File: src/rtl/raisin64_sched_pkg.sv
// Shared definitions for the issue scheduler: unit encoding, register-file geometry
// and the pending-table vector type.
package raisin64_sched_pkg;

    localparam int unsigned NUM_UNITS = 8;
    localparam int unsigned UNIT_W    = 3;
    localparam int unsigned NREGS     = 64;
    localparam int unsigned RN_W      = 6;

    // Execution-unit indices as carried in the decode unit field
    localparam logic [UNIT_W-1:0] UNIT_ALU0 = 3'd0;
    localparam logic [UNIT_W-1:0] UNIT_ALU1 = 3'd1;
    localparam logic [UNIT_W-1:0] UNIT_LSU  = 3'd2;
    localparam logic [UNIT_W-1:0] UNIT_BRU  = 3'd3;
    localparam logic [UNIT_W-1:0] UNIT_MUL  = 3'd4;
    localparam logic [UNIT_W-1:0] UNIT_DIV  = 3'd5;
    localparam logic [UNIT_W-1:0] UNIT_FPU  = 3'd6;
    localparam logic [UNIT_W-1:0] UNIT_SYS  = 3'd7;

    localparam logic [RN_W-1:0] REG_ZERO = '0;

    typedef logic [NREGS-1:0] pend_vec_t;

    // One-hot register mask; r0 never produces a bit since it is constant zero
    function automatic pend_vec_t rn_onehot(input logic [RN_W-1:0] rn);
        pend_vec_t v;
        v = '0;
        if (rn != REG_ZERO) begin
            v[rn] = 1'b1;
        end
        return v;
    endfunction

endpackage

File: src/rtl/sched_pending_table.sv
// Pending-write table: one bit per architectural register, set when an instruction
// that writes it issues and cleared by writeback. Four combinational lookup ports.
// Optional build macro SCHED_WB_BYPASS_EN: lookups see a register being cleared by
// a writeback this cycle as already not pending.
module sched_pending_table
    import raisin64_sched_pkg::*;
(
    input  logic              clk,
    input  logic              rst_n,
    input  logic [1:0]        clr_en,
    input  logic [2*RN_W-1:0] clr_rn,
    input  logic [1:0]        set_en,
    input  logic [2*RN_W-1:0] set_rn,
    input  logic [4*RN_W-1:0] lkp_rn,
    output logic [3:0]        lkp_pend
);

    pend_vec_t pend_q;
    pend_vec_t pend_d;
    pend_vec_t clr_mask;
    pend_vec_t set_mask;
    pend_vec_t pend_eff;

    // Build clear/set masks and next table; sets are applied after clears so set wins
    always_comb begin
        clr_mask = '0;
        set_mask = '0;
        for (int k = 0; k < 2; k++) begin
            if (clr_en[k]) begin
                clr_mask = clr_mask | rn_onehot(clr_rn[k*RN_W +: RN_W]);
            end
            if (set_en[k]) begin
                set_mask = set_mask | rn_onehot(set_rn[k*RN_W +: RN_W]);
            end
        end
        pend_d    = (pend_q & ~clr_mask) | set_mask;
        pend_d[0] = 1'b0;
    end

    // View of the table used by the hazard lookups
    always_comb begin
`ifdef SCHED_WB_BYPASS_EN
        pend_eff = pend_q & ~clr_mask;
`else
        pend_eff = pend_q;
`endif
        for (int i = 0; i < 4; i++) begin
            lkp_pend[i] = pend_eff[lkp_rn[i*RN_W +: RN_W]];
        end
    end

    // Table state; reset drops every outstanding write, so late writebacks find nothing
    always_ff @(posedge clk or negedge rst_n) begin
        if (!rst_n) begin
            pend_q <= '0;
        end else begin
            pend_q <= pend_d;
        end
    end

endmodule

File: src/rtl/issue_scoreboard.sv
// Issue scoreboard between decode and the execution units. Detects RAW/WAW hazards
// against the pending table and busy target units, stalls decode, and issues a
// one-hot strobe when the instruction is safe. Counts stalled cycles (saturating).
// Optional build macro SCHED_WB_BYPASS_EN (see sched_pending_table).
module issue_scoreboard
    import raisin64_sched_pkg::*;
#(
    parameter int unsigned CNT_W = 32
) (
    input  logic                 clk,
    input  logic                 rst_n,
    input  logic                 dec_valid,
    input  logic [UNIT_W-1:0]    dec_unit,
    input  logic [RN_W-1:0]      dec_r1_rn,
    input  logic [RN_W-1:0]      dec_r2_rn,
    input  logic [RN_W-1:0]      dec_rd_rn,
    input  logic [RN_W-1:0]      dec_rd2_rn,
    input  logic                 dec_wr_rd,
    input  logic                 dec_wr_rd2,
    input  logic [NUM_UNITS-1:0] unit_busy,
    input  logic [1:0]           wb_valid,
    input  logic [2*RN_W-1:0]    wb_rn,
    output logic                 stall,
    output logic [NUM_UNITS-1:0] issue,
    output logic [CNT_W-1:0]     stall_cycles
);

    logic [3:0]       lkp_pend;
    logic             raw;
    logic             waw;
    logic             busy;
    logic             issue_any;
    logic [1:0]       set_en;
    logic [CNT_W-1:0] stall_cnt_q;

    sched_pending_table u_pend (
        .clk      (clk),
        .rst_n    (rst_n),
        .clr_en   (wb_valid),
        .clr_rn   (wb_rn),
        .set_en   (set_en),
        .set_rn   ({dec_rd2_rn, dec_rd_rn}),
        .lkp_rn   ({dec_rd2_rn, dec_rd_rn, dec_r2_rn, dec_r1_rn}),
        .lkp_pend (lkp_pend)
    );

    // Same-cycle hazard decision and issue decode
    always_comb begin
        raw = ((dec_r1_rn != REG_ZERO) && lkp_pend[0]) ||
              ((dec_r2_rn != REG_ZERO) && lkp_pend[1]);
        waw = (dec_wr_rd  && (dec_rd_rn  != REG_ZERO) && lkp_pend[2]) ||
              (dec_wr_rd2 && (dec_rd2_rn != REG_ZERO) && lkp_pend[3]);
        busy      = unit_busy[dec_unit];
        stall     = dec_valid && (raw || waw || busy);
        issue_any = dec_valid && !stall;
        issue     = issue_any ? (NUM_UNITS'(1) << dec_unit) : '0;
        set_en    = {issue_any && dec_wr_rd2, issue_any && dec_wr_rd};
    end

    // Saturating count of cycles in which decode is held
    always_ff @(posedge clk or negedge rst_n) begin
        if (!rst_n) begin
            stall_cnt_q <= '0;
        end else if (stall && (stall_cnt_q != {CNT_W{1'b1}})) begin
            stall_cnt_q <= stall_cnt_q + CNT_W'(1);
        end
    end

    assign stall_cycles = stall_cnt_q;

endmodule

File: config.mk
export PLATFORM = sky130hd
export DESIGN_NAME = issue_scoreboard
export DESIGN_NICKNAME = d
export VERILOG_FILES = /design/src/rtl/raisin64_sched_pkg.sv /design/src/rtl/sched_pending_table.sv /design/src/rtl/issue_scoreboard.sv
export SDC_FILE = /design/constraint.sdc
export NUM_CORES = 1
export LEC_CHECK = 0
export ABC_AREA = 0
export BUFFER_PORTS_ARGS = -buffer_cell sky130_fd_sc_hd__buf_2
export CAP_MARGIN = 10
export CORE_MARGIN = 8
export CORE_UTILIZATION = 30
export CTS_CLUSTER_SIZE = 10
export DETAILED_ROUTE_END_ITERATION = 7
export GPL_TIMING_DRIVEN = 0
export RECOVER_POWER = 100
export SLEW_MARGIN = 0
export SYNTH_ARGS = -nofsm -noshare
export SYNTH_HDL_FRONTEND = slang
export SYNTH_SLANG_ARGS = --single-unit
File: constraint.sdc
create_clock -name clk -period 3.96 [get_ports clk]
set_clock_uncertainty 0.15 [all_clocks]
set_input_delay 0.198 -clock clk [delete_from_list [all_inputs] [get_ports clk]]
set_output_delay 0.198 -clock clk [all_outputs]
set_load 0.01 [all_outputs]
Word level (Yosys, flattened, before mapping):

Cells that the tools add are included.

* shifts and indexed selects: 1
* mux-type cells: 29
* reduce and logical (&&, ||, !) cells: 26
* magnitude comparators: 11
* add/subtract/negate cells: 1
* bitwise logic cells: 5
* equal/unequal tests: 1

Operator list (count)
* $mux 64: 10
* $or 64x64->64: 3
* $and 64x64->64: 1
* $not 64->64: 1
* $lt 6x7->1 const B: 6
* $reduce_bool 6->1: 6
* $add 32x1->32 const B: 1
* $ne 32x32->1 const B: 1
* $bmux 1 s6: 4
* $demux 1 s6: 4
* $ge 6x1->1 const B: 4
* $logic_and 1x1->1: 15
* $mux 1: 9
* $mux 8: 1
* $shl 1x3->8 const A: 1
* $logic_or 1x1->1: 4
* $lt 3x4->1 const B: 1
* $bmux 1 s3: 1
* $logic_not 1->1: 1

* logic and storage cells: 76
* register bits: 95
* output and inout bits: 41
* bits of input ports: 54

Logic depth before layout (Yosys ltp):

Gate-level depths: netlist of the first run.

* word-level depth: 14
* mapped depth: 12
* gate-level depth less buffers: 8

By module:

A second synthesis of the first run with hierarchy kept.

* cell total of the unflattened synthesis: 710
* area total of the unflattened synthesis: 7425.9 sq um

Modules (own cells, without submodules)
* sched_pending_table: cells an instance 547, times used 1, seq. area each 1576.5 sq um, area an instance 5706.7 sq um
* issue_scoreboard: cells an instance 163, times used 1, seq. area each 800.8 sq um, area an instance 1719.1 sq um

Worst setup path after synthesis of the first run:

OpenSTA, ideal clock, no wires.

* kind: input to output
* from: input port dec_r2_rn[0]
* to: output port issue[4]
* slack: 0.785 ns
* required time: 3.612 ns
* arrival time: 2.827 ns
* stages on the path: 12
* path buffers: 4
* cell sequence: buf_4 -> buf_6 -> mux4_2 -> mux4_2 -> mux2_2 -> nand2_1 -> nand4_1 -> a211oi_2 -> buf_4 -> buf_6 -> nand3b_2 -> nor3b_1

* longest elaborated chain between the ends: 10

RTL lines
* from (decl): RTL line issue_scoreboard.sv:15 `input logic [RN_W-1:0] dec_r2_rn,`
* $bmux 1 s6: RTL line sched_pending_table.sv:48 `lkp_pend[i] = pend_eff[lkp_rn[i*RN_W +: RN_W]];`
* $mux 1 (implied by the code): RTL line sched_pending_table.sv:48
* $logic_and 1x1->1 *: RTL line issue_scoreboard.sv:50 `((dec_r2_rn != REG_ZERO) && lkp_pend[1]);`
* $logic_or 1x1->1 *: RTL line issue_scoreboard.sv:49 `raw = ((dec_r1_rn != REG_ZERO) && lkp_pend[0]) ||`
* $logic_or 1x1->1 * (2 in a row): RTL line issue_scoreboard.sv:54 `stall = dec_valid && (raw || waw || busy);`
* $logic_and 1x1->1 *: RTL line issue_scoreboard.sv:54
* $logic_not 1->1 *: RTL line issue_scoreboard.sv:55 `issue_any = dec_valid && !stall;`
* $logic_and 1x1->1 *: RTL line issue_scoreboard.sv:55
* $mux 8 *: RTL line issue_scoreboard.sv:56 `issue = issue_any ? (NUM_UNITS'(1) << dec_unit) : '0;`
* to (decl): RTL line issue_scoreboard.sv:24 `output logic [NUM_UNITS-1:0] issue,`

Every way passes the cells marked *; elsewhere a longest branch is shown, timed or not. The select of a mux whose other input is x is not followed.

Final worst setup path of the first run:

* from: register u_pend.pend_q[23] (netlist: u_pend.pend_eff[23])
* to: register u_pend.pend_q[59] (netlist: u_pend.pend_eff[59])

* longest elaborated chain between the ends: 14

RTL lines
* from (decl): RTL line sched_pending_table.sv:18 `pend_vec_t pend_q;`
* from (signal assigned): RTL line sched_pending_table.sv:57 `pend_q <= pend_d;`
* $bmux 1 s6: RTL line sched_pending_table.sv:48
* $mux 1 (implied by the code): RTL line sched_pending_table.sv:48
* $logic_and 1x1->1, on equally long branches
* $logic_or 1x1->1, on equally long branches: RTL line issue_scoreboard.sv:49, issue_scoreboard.sv:51
* $logic_or 1x1->1 * (2 in a row): RTL line issue_scoreboard.sv:54
* $logic_and 1x1->1 *: RTL line issue_scoreboard.sv:54
* $logic_not 1->1 *: RTL line issue_scoreboard.sv:55
* $logic_and 1x1->1 *: RTL line issue_scoreboard.sv:55
* $logic_and 1x1->1: RTL line issue_scoreboard.sv:57 `set_en = {issue_any && dec_wr_rd2, issue_any && dec_wr_rd};`
* $mux 64: RTL line sched_pending_table.sv:32 `if (set_en[k]) begin`
* $or 64x64->64: RTL line sched_pending_table.sv:33 `set_mask = set_mask | rn_onehot(set_rn[k*RN_W +: RN_W]);`
* $mux 64 *: RTL line sched_pending_table.sv:32
* $or 64x64->64 *: RTL line sched_pending_table.sv:36 `pend_d = (pend_q & ~clr_mask) | set_mask;`
* net u_pend.pend_d[59]: RTL line sched_pending_table.sv:19 `pend_vec_t pend_d;`

Mark *: on every way through the listed nets, which the timed path passes. The rest lies on a longest branch. The select of a mux whose other input is x is not followed.
A chain may end at the register's enable or synchronous reset.

==> results of run 1 <==
placed cells by master (no fill, tap or decap), drive strengths merged, types with 11 or more instances in the layout:
cell     n
nor2b   18
inv     11
nor3    19
nor2    46
o22ai   36
mux4    43
mux2    15
clkbuf  96
a22oi   67
nand2   89
dfrtp   95
o221ai  37
nand3   29
xor2    22
a221oi  32
a22o    30
nand2b  12
mux2i   16
buf     54
nor3b   16
final cells by class:
type                    instances  area, sq um
clock inverters                 6         68.8
repair buffers                 74          337
well taps                     330          413
diodes                          2         5.00
flip-flops and latches         95         2390
plain buffers                  68          309
clock buffers                   9          225
inverters                      10         37.5
multi-input cells             627         4980
fillers                      2600        16400
routing by layer:
| layer | up-vias | share of wire [%] | global-route usage, % |
|---|---|---|---|
| met2 | 492 | 45 | 31.1 |
| met5 | - | 0 | 0 |
| met1 | 3938 | 41 | 27.6 |
| met3 | 75 | 11 | 5.11 |
| li1 | 3379 | - | - |
| met4 | 0 | 3.6 | 8.16 |
through the flow:
step	cells	area [sq um]	util [%]	worst slack [ps]	hold WS, ps
finish	1221	8760	34.8	75.1	231
global route	1221	8760	34.8	6.81	250
detailed placement	1203	8500	33.8	133	95.1
global placement	1202	8470	33.6	112	319
CTS	1219	8810	35.0	86.4	207
floorplan	801	7700	-	785	-248
power by group through the flow:
stage | registers [mW] | logic, mW | clock network (mW)
3_5_place_dp | 1.29 | 0.739 | 0
2_1_floorplan | 1.20 | 0.497 | 0
6_report | 1.29 | 0.734 | 0.904
3_3_place_gp | 1.29 | 0.729 | 0
4_1_cts | 1.27 | 0.741 | 0.915
5_1_grt | 1.30 | 0.791 | 0.952
worst max path at each step:
| stage | start | end | slack, ps | cells after the start |
|---|---|---|---|---|
| 6_report | u_pend.pend_eff[23]$_DFF_PN0_ | u_pend.pend_eff[59]$_DFF_PN0_ | 80 | 11 |
| 5_1_grt | u_pend.pend_eff[22]$_DFF_PN0_ | issue[3] | 7 | 10 |
| 4_1_cts | u_pend.pend_eff[22]$_DFF_PN0_ | issue[1] | 90 | 10 |
| 3_5_place_dp | dec_r2_rn[1] | issue[1] | 130 | 13 |
| 3_3_place_gp | dec_rd2_rn[1] | issue[6] | 110 | 13 |
| 2_1_floorplan | dec_r2_rn[0] | issue[4] | 780 | 12 |
registers in the layout, summed over array words and instances (netlist names):
name / cells
stall_cycles: 32
u_pend.pend_eff: 63
worst reg2reg max path: stages, from the launching register on:
cell      delay, ps
dfrtp_2         470
mux4_2          490
mux4_2          480
and3b_1         200
nor4_1          300
nand4_1         270
a211oi_2        270
buf_6           160
buf_4           260
buf_6           230
nand3_2         200
o21ai_0         310
cells by family after synthesis:
group	Yosys count	synth area share, %
AO/OA/AOI/OAI	230	23.5
XOR/XNOR	29	3.30
adder cells (fa/ha/maj)	1	0.162
buffers and inverters	79	4.60
flip-flops	95	30.9
multiplexers	74	16.8
AND/OR/NAND/NOR	293	20.7
repair_timing:
action / 4_1_cts / 5_1_grt
hold endpoints to repair: 41 / 0
hold buffers: 1 / 0
buffers inserted: 1 / 0
gates resized for setup: 9 / 3
pin swaps: 2 / 2
setup endpoints to repair: 8 / 14
==> flow_metrics.tcl, run 1 <==
set metrics [dict create \
    ys_types 62 \
    r2r_cells 11 \
    yosys_warnings 0 \
    crit_slowest_cell "mux4_2" \
    slew_headroom_pct -57.2 \
    path_max_fanout 17 \
    reg2reg_slack_ps 80 \
    avgViaCountPerCell 6.46 \
    hold_viol_final 0 \
    synth_top_area_share_pct 30.9 \
    cts_max_path_buffers 2 \
    fp.dieW_um 176 \
    rows 58 \
    drt_pass1_iterations 6 \
    worst_path_dominant_cell_family "multiplexers" \
    cts_tree "built" \
    grt_pass1_vias 7472 \
    p_per_area_nw_per_um2 334 \
    switching_share_pct 35.7 \
    drt-wirelength-per-cell_um 26.9 \
    status "finished with violations" \
    power_mw 2.93 \
    reg2reg_to "u_pend.pend_eff[59]$_DFF_PN0_" \
    synth_nets 856 \
    min_to "u_pend.pend_eff[55]$_DFF_PN0_" \
    internal_power_mw 1.88 \
    synth.cell_area_sq_um 7700 \
    drt_drc_violations_left 0 \
    cp-start-kind "flop" \
    place_hpwl_mm 25.1 \
    path_cells "mux4_2 > mux4_2 > and3b_1 > nor4_1 > nand4_1 > a211oi_2 > buf_6 > buf_4 > buf_6 > nand3_2 > o21ai_0" \
    first_iter_violations 967 \
    track_usage_pct 20.5 \
    grt_max_degree 55 \
    antenna_found_initial 2 \
    hold_depth 5 \
    core_area_sq_um 25200 \
    yosysMostFrequentCell "dfrtp_1" \
    clkSinkCount 95 \
    max_freq_mhz 257 \
    power.share.sequential_pct 44.1 \
    synth_edf_count 0 \
    crit_path_end_kind "flop" \
    p_clk_share_pct 30.9 \
    syn_area_per_cell_sq_um 9.61 \
    worstSetupPathType "flop to flop" \
    start_util_pct 30.6 \
    rr_startpoint "u_pend.pend_eff[23]$_DFF_PN0_" \
    final.setup.tns_ps 0 \
    cpPeakStageDelay_ps 490 \
    antenna_left 0 \
    cp.arrival_ps 3990 \
    post-route-period-util_pct 98.1 \
    holdCritPathClass "input port to flop" \
    io_pins 95 \
    yosysSeqAreaShare_pct 30.9 \
    clk_transition_reported_paths_ps 80 \
    synthArstFlopShare_pct 100 \
    crit_buf_inv 3 \
    port_buffers 71 \
    drt_wl_total_mm 32.9 \
    leakage_nw 3.31 \
    grt_overflow 0 \
    final_nets 940 \
    final_layout_size_suffix_gt1_share_pct 17.1 \
    min_from "wb_rn[8]" \
    gp_congestion 0.954 \
    setup_violations 0 \
    layout_min_cycle_time_ps 3880 \
    cts_buffers 9 \
    slew_viol_final 43 \
    clkLatencyLatePin_ps 360 \
    ys_ff_latch 95 \
    root_buffer "clkbuf_16" \
    syn_inst 801 \
    synthTopCellsByCount "95 x dfrtp_1, 85 x nand2_1, 67 x a22oi_1" \
    grt_pass1_wl_mm 48.7 \
    violations "capacitance limit, slew limit" \
    cp.required_ps 4060 \
    worstMarginPinSlew_ps 2360 \
    synthTopCellsByArea "dfrtp_1 31%, mux4_2 13%, a22oi_1 6.5%" \
    syn_to_final_growth_pct 13.7 \
    drv_cap 1 \
    vdd_ir_drop_max_v 0.000170 \
    p_comb_share_pct 25.0 \
    yosys_most_used_dff "dfrtp_1" \
    vias 7884 \
    die_y_um 176 \
    netSwitchingPower_mw 1.05 \
    h-tree-depth 3 \
    synth_area_leader_cell "dfrtp_1" \
    dieArea_sq_um 31100 \
    rsz0062_at_grt "no" \
]
Note: power is estimated with default switching activity, not from simulation.
==> inputs of run 2 (changes only) <==
--- a/config.mk
+++ b/config.mk
@@ -8,8 +8,10 @@
 export ABC_AREA = 0
 export BUFFER_PORTS_ARGS = -buffer_cell sky130_fd_sc_hd__buf_2
 export CAP_MARGIN = 10
+export CORE_ASPECT_RATIO = 1.5
 export CORE_MARGIN = 8
 export CORE_UTILIZATION = 30
+export CTS_CLUSTER_DIAMETER = 60
 export CTS_CLUSTER_SIZE = 10
 export DETAILED_ROUTE_END_ITERATION = 7
 export GPL_TIMING_DRIVEN = 0
==> constraint.sdc (replaced) <==
create_clock -name clk -period 4.7 [get_ports clk]
set_clock_uncertainty 0.15 [all_clocks]
set_input_delay 0.235 -clock clk [delete_from_list [all_inputs] [get_ports clk]]
set_output_delay 0.235 -clock clk [all_outputs]
set_load 0.01 [all_outputs]
==> flow_metrics.tcl, run 2 (synthesis results as in run 1) <==
set metrics [dict create \
    status "finished with violations" \
    violations "capacitance limit, slew limit" \
    grt_max_degree 60 \
    cpMostUsedCell "mux4_2" \
    layout_min_cycle_time_ps 4450 \
    h-tree-depth 3 \
    post-route-period-util_pct 94.6 \
    cp-start-kind "flop" \
    drv_cap 2 \
    leakage_nw 3.27 \
    dp_cells 1206 \
    root_buffer "clkbuf_16" \
    routed.top_layer "met4" \
    port_buffers 71 \
    drt_drc_violations_left 0 \
    gp_congestion 1.00 \
    cts_max_path_buffers 2 \
    io_pins 95 \
    antenna_found_initial 0 \
    hold_viol_final 0 \
    holdCritPathClass "input port to flop" \
    worstSetupPathType "flop to output pin" \
    final_layout_size_suffix_gt1_share_pct 13.8 \
    clkLatencyLatePin_ps 350 \
    syn_to_final_growth_pct 12.9 \
    die_y_um 212 \
    slew_headroom_pct -43.1 \
    wl_met1_mm 11.8 \
    path_max_fanout 10 \
    final_cell_mix "95 x dfrtp_1, 92 x clkbuf_1, 89 x nand2_1, 67 x a22oi_1, 46 x nor2_1" \
    cts_tree "built" \
    grt_overflow 0 \
    dieArea_sq_um 31200 \
    place_hpwl_mm 26.2 \
    start_util_pct 30.2 \
    rows 72 \
    largest_reg_flops 63 \
    stdcell_count 1223 \
    startpoint "u_pend.pend_eff[31]$_DFF_PN0_" \
    cpPeakStageDelay_ps 530 \
    power_mw 2.48 \
    max_freq_mhz 225 \
    crit_slowest_cell "mux4_2" \
    path_cells "mux4_2 > mux4_2 > and3b_1 > nor4_1 > nand4_1 > a211oi_2 > buf_4 > buf_6 > nand3_1 > nor3b_1 > clkbuf_1" \
    vias 7793 \
    cts_buffers 9 \
    rr_startpoint "u_pend.pend_eff[31]$_DFF_PN0_" \
    cp.arrival_ps 4060 \
    core_area_sq_um 25500 \
    avgViaCountPerCell 6.37 \
    n_antenna_cell 0 \
    vdd_ir_drop_max_v 0.000210 \
    final_nets 940 \
    drt-wirelength-per-cell_um 27.3 \
    clkSinkCount 95 \
    drt_wl_total_mm 33.4 \
    final.setup.tns_ps 0 \
    route.met3.wl_mm 2.14 \
    worstMarginPinSlew_ps 2150 \
    wl_met2_mm 16.8 \
    first_iter_violations 765 \
    setup_violations 0 \
    nFillCells 2656 \
    min_from "wb_rn[1]" \
    grt_pass1_vias 8046 \
    p_per_area_nw_per_um2 285 \
    track_usage_pct 21.3 \
    clk_transition_reported_paths_ps 70 \
    slew_viol_final 98 \
    fp.dieW_um 147 \
    cp.required_ps 4320 \
    rsz0062_at_grt "no" \
    final_common_cell "dfrtp_1" \
    drt_pass1_iterations 5 \
    grt_pass1_wl_mm 50.0 \
    antenna_left 0 \
    crit_path_end_kind "output pin" \
]
==> run 2: timing repair <==
action,in CTS,in global routing
resized for setup,0,0
hold buffers,1,0
setup buffers,0,0
endpoints found under the hold margin,36,0
==> run 2: path summary, 6_finish.rpt <==
path	end	slack, ps	depth (start not counted)
hold reg to reg	stall_cycles[23]$_DFFE_PN0P_	330	1
setup / recovery	issue[3]	250	11
max in group asynchronous	u_pend.pend_eff[57]$_DFF_PN0_	1040	3
min in group asynchronous	stall_cycles[15]$_DFFE_PN0P_	900	2
hold / removal	u_pend.pend_eff[55]$_DFF_PN0_	260	3
setup reg to reg	u_pend.pend_eff[25]$_DFF_PN0_	270	10
==> run 2: report_power, final <==
part	internal, mW	switching (mW)	total (mW)
registers	0.903	0.159	1.06
logic	0.262	0.360	0.622
clock network	0.468	0.325	0.793
total	1.63	0.844	2.48
==> run 2: metal layers <==
layer | global-route usage, % | vias up
met1 | 22.8 | 3812
li1 | - | 3383
met3 | 3.34 | 141
met4 | 17.1 | 0
met2 | 36.9 | 457
met5 | 0 | -
==> run 2: final cells by class <==
cell class	count	area [sq um]	area share (%)
Multi-Input combinational cell	627	4930	56.7
Sequential cell	95	2380	27.3
Tap cell	333	417	4.79
Timing Repair Buffer	73	320	3.68
Buffer	69	302	3.47
Clock buffer	11	233	2.68
Clock inverter	5	81.3	0.935
Inverter	10	37.5	0.432
==> run 2: worst max-delay path, delay by kind of cell (launching register included) <==
kind	cells	cell delay, ps
and+or+nand+nor	5	1200
muxes	2	1020
buffers and inverters	3	660
DFF	1	460
AOI/OAI and AO/OA	1	360
==> run 2: through the flow <==
step	hold WS [ps]	setup WS (ps)	util (%)	area, sq um
6_report	256	253	34.1	8700
5_1_grt	293	56.0	34.1	8700
4_1_cts	241	231	34.6	8830
3_5_place_dp	109	586	33.4	8500
3_3_place_gp	323	604	33.2	8470
2_1_floorplan	-211	1450	-	7700
